[config.mk]
export PLATFORM = sky130hd
export DESIGN_NAME = jk_down_counter
export DESIGN_NICKNAME = d
export VERILOG_FILES = /design/src/rtl/jk_down_counter.sv
export SDC_FILE = /design/constraint.sdc
export NUM_CORES = 1
export LEC_CHECK = 0
export CAP_MARGIN = 30
export CORE_AREA = 2 2 39 41
export CTS_BUF_LIST = sky130_fd_sc_hd__clkbuf_4 sky130_fd_sc_hd__clkbuf_8 sky130_fd_sc_hd__clkbuf_16
export CTS_CLUSTER_SIZE = 10
export DETAILED_ROUTE_END_ITERATION = 8
export DIE_AREA = 0 0 41 43
export GPL_TIMING_DRIVEN = 0
export PLACE_DENSITY = 0.71
export SLEW_MARGIN = 5
export SYNTH_ARGS = -nofsm -noshare
export SYNTH_HDL_FRONTEND = slang
export SYNTH_SLANG_ARGS = --single-unit
[constraint.sdc]
create_clock -name clk -period 4.7 [get_ports clk]
set_input_delay 0.94 -clock clk [delete_from_list [all_inputs] [get_ports clk]]
set_output_delay 0.94 -clock clk [all_outputs]
set_load 0.01 [all_outputs]
[src/rtl/jk_down_counter.sv]
`default_nettype none
// +----------------------------------------------------------------------------+
// | jk_down_counter: loadable down counter, IDLE/RUN/DONE FSM, one-cycle tc    |
// | Optional: JK_DOWN_CNT_RELOAD_EN enables auto-reload at terminal count.     |
// | Revision: 1.0                                                              |
// +----------------------------------------------------------------------------+
module jk_down_counter #(
  parameter int WIDTH = 4
) (
  input  logic             clk,
  input  logic             reset,
  input  logic             t,
  input  logic             load,
  input  logic [WIDTH-1:0] din,
  output logic [WIDTH-1:0] q,
  output logic [WIDTH-1:0] q1,
  output logic             tc,
  output logic             busy
);

  localparam logic [WIDTH-1:0] ONE = {{(WIDTH-1){1'b0}}, 1'b1};

  typedef enum logic [1:0] {
    IDLE = 2'd0,
    RUN  = 2'd1,
    DONE = 2'd2
  } state_t;

  state_t           state;
  state_t           state_nx;
  logic [WIDTH-1:0] q_nx;
  logic             tc_nx;

`ifdef JK_DOWN_CNT_RELOAD_EN
  logic [WIDTH-1:0] reload;
  logic [WIDTH-1:0] reload_nx;
`endif

  always_comb begin
    state_nx  = state;
    q_nx      = q;
    tc_nx     = 1'b0;
`ifdef JK_DOWN_CNT_RELOAD_EN
    reload_nx = reload;
`endif
    if (load) begin
      q_nx     = din;
      state_nx = (din != '0) ? RUN : DONE;
`ifdef JK_DOWN_CNT_RELOAD_EN
      reload_nx = din;
`endif
    end else begin
      case (state)
        RUN: begin
          if (t) begin
            if (q > ONE) begin
              q_nx = q - ONE;
            end else if (q == ONE) begin
              tc_nx = 1'b1;
`ifdef JK_DOWN_CNT_RELOAD_EN
              q_nx  = reload;
`else
              q_nx     = '0;
              state_nx = DONE;
`endif
            end else begin
              // q==0 cannot occur in RUN; park in DONE rather than wrap
              state_nx = DONE;
            end
          end
        end
        IDLE, DONE: begin
          state_nx = state;
        end
        default: begin
          state_nx = IDLE;
        end
      endcase
    end
  end

  always_ff @(posedge clk) begin
    if (reset) begin
      state <= IDLE;
      q     <= '0;
      q1    <= '1;
      tc    <= 1'b0;
`ifdef JK_DOWN_CNT_RELOAD_EN
      reload <= '0;
`endif
    end else begin
      state <= state_nx;
      q     <= q_nx;
      q1    <= ~q_nx;
      tc    <= tc_nx;
`ifdef JK_DOWN_CNT_RELOAD_EN
      reload <= reload_nx;
`endif
    end
  end

  assign busy = (state == RUN);

endmodule
`default_nettype wire
==> results.json, run 1 <==
{
  "syn_nets": 69,
  "nNetsFinal": 91,
  "rrSetupSlack_ps": 2950,
  "synth.area.top_cells": "dfxtp_1, nor2_1, ha_1",
  "cts.reportedPaths.clkPinSlew_ps": 60,
  "hold_viol_final": 0,
  "gp_congestion": 0.821,
  "finalSetupViolCount": 0,
  "grt_start_max_net_pins": 11,
  "antenna_found_initial": 0,
  "core_area_mm2": 0.00138,
  "wl_um": 1130,
  "num_rows": 14,
  "syn_inst": 59,
  "netlist.area_leader.share_pct": 41.5,
  "clkSinkCount": 11,
  "power_leakage_uw": 0.000292,
  "grt.overflow.total": 0,
  "avgSynthCellArea_um2": 8.99,
  "dr.pass1.iters": 4,
  "hold_buffers": 0,
  "fin_crit_ps": 2270,
  "grtUsageTotal_pct": 15.9,
  "cp_max_fo": 7,
  "dr.first_iter.drc_count": 5,
  "outcome": "complete, no violations",
  "rsz0062_at_grt": "false",
  "ant_nets": 0,
  "critical_path_required_ps": 3760,
  "insertion_delay_ps": 270,
  "die_x_um": 41,
  "vdd_drop_max_uv": 132,
  "maxCapViolCount": 0,
  "num_vias": 505,
  "mappedNetlistArea_um2": 531,
  "cts_setup_buffers": 0,
  "drt-wirelength-per-cell_um": 11.7,
  "path_cells": "clkdlybuf4s50_1",
  "hp-class": "register to register",
  "power_density_mw_per_mm2": 295,
  "via_per_inst": 5.26,
  "die_h_um": 43,
  "synth_flop_cell": "dfxtp_1",
  "worst_slack_ps": 2430,
  "fin_skew_ps": 1.35,
  "worst-setup-path-type": "register to primary output",
  "clockBufferDepth": 2,
  "cts_resized": 0,
  "drive_gt1_share_pct": 12.5,
  "dp_hpwl_um": 862,
  "final.setup.tns_ps": 0,
  "fin_crit_sh_pct": 48.3,
  "synth-async-reset-ratio_pct": 0,
  "slowest_stage": "clkdlybuf4s50_1",
  "slew_headroom_pct": 70.7,
  "synth_cell_types": 32,
  "cts-root-buf": "clkbuf_4",
  "io_pins": 18,
  "netlist.top_cell.by_area": "dfxtp_1",
  "grt_pass1_wl_um": 1890,
  "diodes": 0,
  "cp-start-kind": "register",
  "place_ws_ps": 2180,
  "portBuffers": 17,
  "drv_slew": 0,
  "tightest_slew_ps": 435,
  "worst-path-buf-inv": 1,
  "dieArea_mm2": 0.00176,
  "numCtsBuffers": 3,
  "critPathArrivalTime_ps": 1330,
  "first_global_vias": 469,
  "drc": 0,
  "htreeDepth": 1,
  "synth_warnings": 0,
  "seq_area_frac_synth_pct": 41.5,
  "start_util_pct": 38.3,
  "cts_tree": "done",
  "synth_seq_cells": 11,
  "cpPeakStageDelay_ps": 590,
  "synth_edf_count": 0,
  "fmax_mhz": 441,
  "end_kind": "primary output",
  "critPathTopFamily": "buffers and inverters",
  "area_delta_synth_final_pct": 41.5
}
## metrics by stage
| step | instances | instance area [um2] | util [%] | power (uW) | hold slack (ps) |
|---|---|---|---|---|---|
| after global placement | 92 | 721 | 52.1 | 154 | 577 |
| after floorplan | 59 | 531 | - | 132 | 540 |
| final | 96 | 751 | 54.2 | 222 | 603 |
| after detailed placement | 92 | 721 | 52.1 | 155 | 586 |
| after CTS | 96 | 751 | 54.2 | 225 | 597 |
| after global routing | 96 | 751 | 54.2 | 236 | 641 |
## area by class of cell
class	count	area (um2)
inverter	4	15.0
clock buffer	4	30.0
sequential	11	220
fill	139	633
multi-input combinational	42	288
buffer	2	7.51
tap	16	20.0
timing repair buffer	17	170
## per-layer routing
layer	wire length, um	GRT usage, %	vias to the layer above
met4	24	10.0	0
met1	524	19.0	225
met3	59	4.71	4
li1	-	-	261
met5	0	0	-
met2	517	23.4	15
## cell usage after synthesis (all sizes together), types with 2 or more instances
library cell and count:
a21oi 2, clkbuf 2, dfxtp 11, ha 2, inv 4, nand2 3, nor2 9, nor3 3
o21ai 2, or3 2
## cell families (layout without fill, tap and decap cells)
group                    after synthesis  count (layout)  synth area share, %
AO/OA/AOI/OAI                         14              14                 19.8
flip-flops                            11              11                 41.5
buffers and inverters                  6              27                 4.24
AND/OR/NAND/NOR                       26              26                 29.7
adder cells (fa/ha/maj)                2               2                 4.72
## placed cells by master (no fill, tap or decap), types with 2 or more instances in the layout
cell type	count
dfxtp_1	11
or3_1	2
clkbuf_4	4
nor2_1	8
inv_1	4
nor3_1	2
clkdlybuf4s50_1	17
ha_1	2
a21oi_1	2
nand2_1	3
clkbuf_1	2
## power breakdown
| group | switching (uW) | internal [uW] |
|---|---|---|
| combinational | 21.5 | 26.3 |
| clock | 30.4 | 38.7 |
| sequential | 5.43 | 99.3 |
| total | 57.4 | 164 |
## worst paths after layout
| path | cells past startpoint | end | startpoint |
|---|---|---|---|
| setup / recovery | 1 | q[2] | register |
| hold / removal | 2 | state[0]$_SDFFE_PP0P_ | state[1]$_SDFFE_PP0P_ |
| setup reg to reg | 6 | q1[1]$_SDFF_PP1_ | register |
| hold reg to reg | 2 | state[0]$_SDFFE_PP0P_ | state[1]$_SDFFE_PP0P_ |
No activity file was read; power rests on OpenSTA's default activity.
==> run 2: changes to the inputs <==
--- a/config.mk
+++ b/config.mk
@@ -6,11 +6,11 @@
 export NUM_CORES = 1
 export LEC_CHECK = 0
 export CAP_MARGIN = 30
-export CORE_AREA = 2 2 39 41
+export CORE_MARGIN = 2
+export CORE_UTILIZATION = 38
 export CTS_BUF_LIST = sky130_fd_sc_hd__clkbuf_4 sky130_fd_sc_hd__clkbuf_8 sky130_fd_sc_hd__clkbuf_16
 export CTS_CLUSTER_SIZE = 10
 export DETAILED_ROUTE_END_ITERATION = 8
-export DIE_AREA = 0 0 41 43
 export GPL_TIMING_DRIVEN = 0
 export PLACE_DENSITY = 0.71
 export SLEW_MARGIN = 5
==> constraint.sdc (replaced) <==
create_clock -name clk -period 1.8 [get_ports clk]
set_input_delay 0.36 -clock clk [delete_from_list [all_inputs] [get_ports clk]]
set_output_delay 0.36 -clock clk [all_outputs]
set_load 0.01 [all_outputs]
==> run 2 against run 1 <==
- core utilization grew 3.4 points
- critical path type is now register to register
- global-route usage grew 1.7 points
- clock power grew to 2.6 times the previous value
- worst hold slack lost 14 ps
- clock skew is essentially flat
- highest routed layer unchanged
==> results.json, run 2 (same netlist as run 1, synthesis figures left out) <==
{
  "finalSetupViolCount": 0,
  "via_per_inst": 5.33,
  "hold_viol_final": 0,
  "drive_gt1_share_pct": 13.8,
  "ant_nets": 0,
  "insertion_delay_ps": 270,
  "whs_ps": 590,
  "grt_pass1_wl_um": 1860,
  "end_kind": "register",
  "dieArea_mm2": 0.00171,
  "cts.reportedPaths.clkPinSlew_ps": 70,
  "outcome": "complete, no violations",
  "drc": 0,
  "final_cells": 95,
  "rrSetupSlack_ps": 100,
  "clockBufferDepth": 2,
  "rsz0062_at_grt": "false",
  "cp_max_fo": 4,
  "post_dp_cell_area_um2": 719,
  "maxCapViolCount": 0,
  "grtUsageTotal_pct": 17.5,
  "critPathArrivalTime_ps": 1850,
  "fin_crit_sh_pct": 94.3,
  "io_pins": 18,
  "portBuffers": 17,
  "worstHoldStart": "state[1]$_SDFFE_PP0P_",
  "core_area_mm2": 0.00130,
  "cts_setup_buffers": 0,
  "gp_congestion": 0.776,
  "drv_slew": 0,
  "utilization_pct": 57.7,
  "drt-wirelength-per-cell_um": 11.7,
  "cts-root-buf": "clkbuf_4",
  "start_util_pct": 40.8,
  "dr.first_iter.drc_count": 2,
  "nNetsFinal": 91,
  "fin_crit_ps": 1700,
  "critical_path_required_ps": 1950,
  "dr.pass1.iters": 2,
  "wl_um": 1120,
  "power_density_mw_per_mm2": 772,
  "htreeDepth": 1,
  "vdd_drop_max_uv": 522,
  "dp_hpwl_um": 876,
  "r2r-end": "q1[1]$_SDFF_PP1_",
  "grt_start_max_net_pins": 11,
  "place_inst": 91,
  "layout_commonest_cell": "clkdlybuf4s50_1",
  "cp-start-kind": "register",
  "worst_slack_ps": 103,
  "cts_tree": "done",
  "hold_depth": 2,
  "tightest_slew_ps": 446,
  "clkSinkCount": 11,
  "grt.overflow.total": 0,
  "num_rows": 13,
  "diodes": 0,
  "final_cell_mix": "clkdlybuf4s50_1, dfxtp_1, nor2_1",
  "power_leakage_uw": 0.000292,
  "min_to": "state[0]$_SDFFE_PP0P_",
  "worst-setup-path-type": "register to register",
  "fmax_mhz": 589,
  "slew_headroom_pct": 69.9,
  "hold_buffers": 0,
  "hp-class": "register to register",
  "first_global_vias": 446,
  "finish.instance_area_um2": 751,
  "area_delta_synth_final_pct": 41.5,
  "fin_skew_ps": 1.57,
  "rr_worst_depth": 6,
  "num_vias": 506,
  "die_h_um": 41.4,
  "die_x_um": 41.4,
  "numCtsBuffers": 3,
  "antenna_found_initial": 0,
  "place_ws_ps": -123
}
## run 2: cell counts in the layout (fill, tap and decap cells not counted)
Identical to the previous run, type by type.
## run 2: worst max-delay path, cell delays in order (launching register included)
cell and delay (ps):
dfxtp_1 370, inv_1 70, ha_1 220, nor2_2 140
nor3_2 70, o311a_1 350, or3_1 340
## run 2: metal layers
metal  GRT usage, %  vias up  routed length (um)
li1               -      260                   -
met4           4.84        0                   8
met5              0        -                   0
met2           29.7       11                 556
met3           9.57        2                  56
met1           18.8      233                 494
## run 2: timing repair
item	CTS	global route
setup endpoints to repair	0	1
resized for setup	0	1
hold endpoints to repair	0	0
## run 2: layout make-up
| cell class | count | area (um2) |
|---|---|---|
| fillers | 124 | 551 |
| multi-input cells | 42 | 288 |
| flip-flops and latches | 11 | 221 |
| repair buffers | 17 | 170 |
| clock buffers | 4 | 30.0 |
| well taps | 15 | 18.8 |
| inverters | 4 | 15.0 |
| plain buffers | 2 | 7.51 |
## run 2: metrics by stage
step,total power [uW],TNS [ps]
after detailed placement,404,-167
after floorplan,345,0
after CTS,588,0
after global placement,403,-150
final,579,0
after global routing,617,0
## run 2: worst max-delay path by stage
| stage | from | end | slack [ps] | cells past startpoint |
|---|---|---|---|---|
| finish | register | q1[1]$_SDFF_PP1_ | 100 | 6 |
| detailed placement | load | q1[1]$_SDFF_PP1_ | -120 | 5 |
| global route | state[0]$_SDFFE_PP0P_ | busy | 30 | 3 |
| CTS | register | q1[1]$_SDFF_PP1_ | 60 | 6 |
| floorplan | register | q1[1]$_SDFF_PP1_ | 110 | 6 |
| global placement | load | q1[1]$_SDFF_PP1_ | -140 | 5 |
## run 2: report_power, final
part	internal, uW	switching, uW	total, uW
logic	68.8	56.5	125
registers	260	13.6	273
clock network	101	80.0	181
total	429	150	579
==> run 3: changes to the inputs <==
--- a/config.mk
+++ b/config.mk
@@ -17,3 +17,4 @@
 export SYNTH_ARGS = -nofsm -noshare
 export SYNTH_HDL_FRONTEND = slang
 export SYNTH_SLANG_ARGS = --single-unit
+export TNS_END_PERCENT = 5
==> results of run 3 <==
Same layout as run 2: the final DEF is identical, and so are final timing and power.
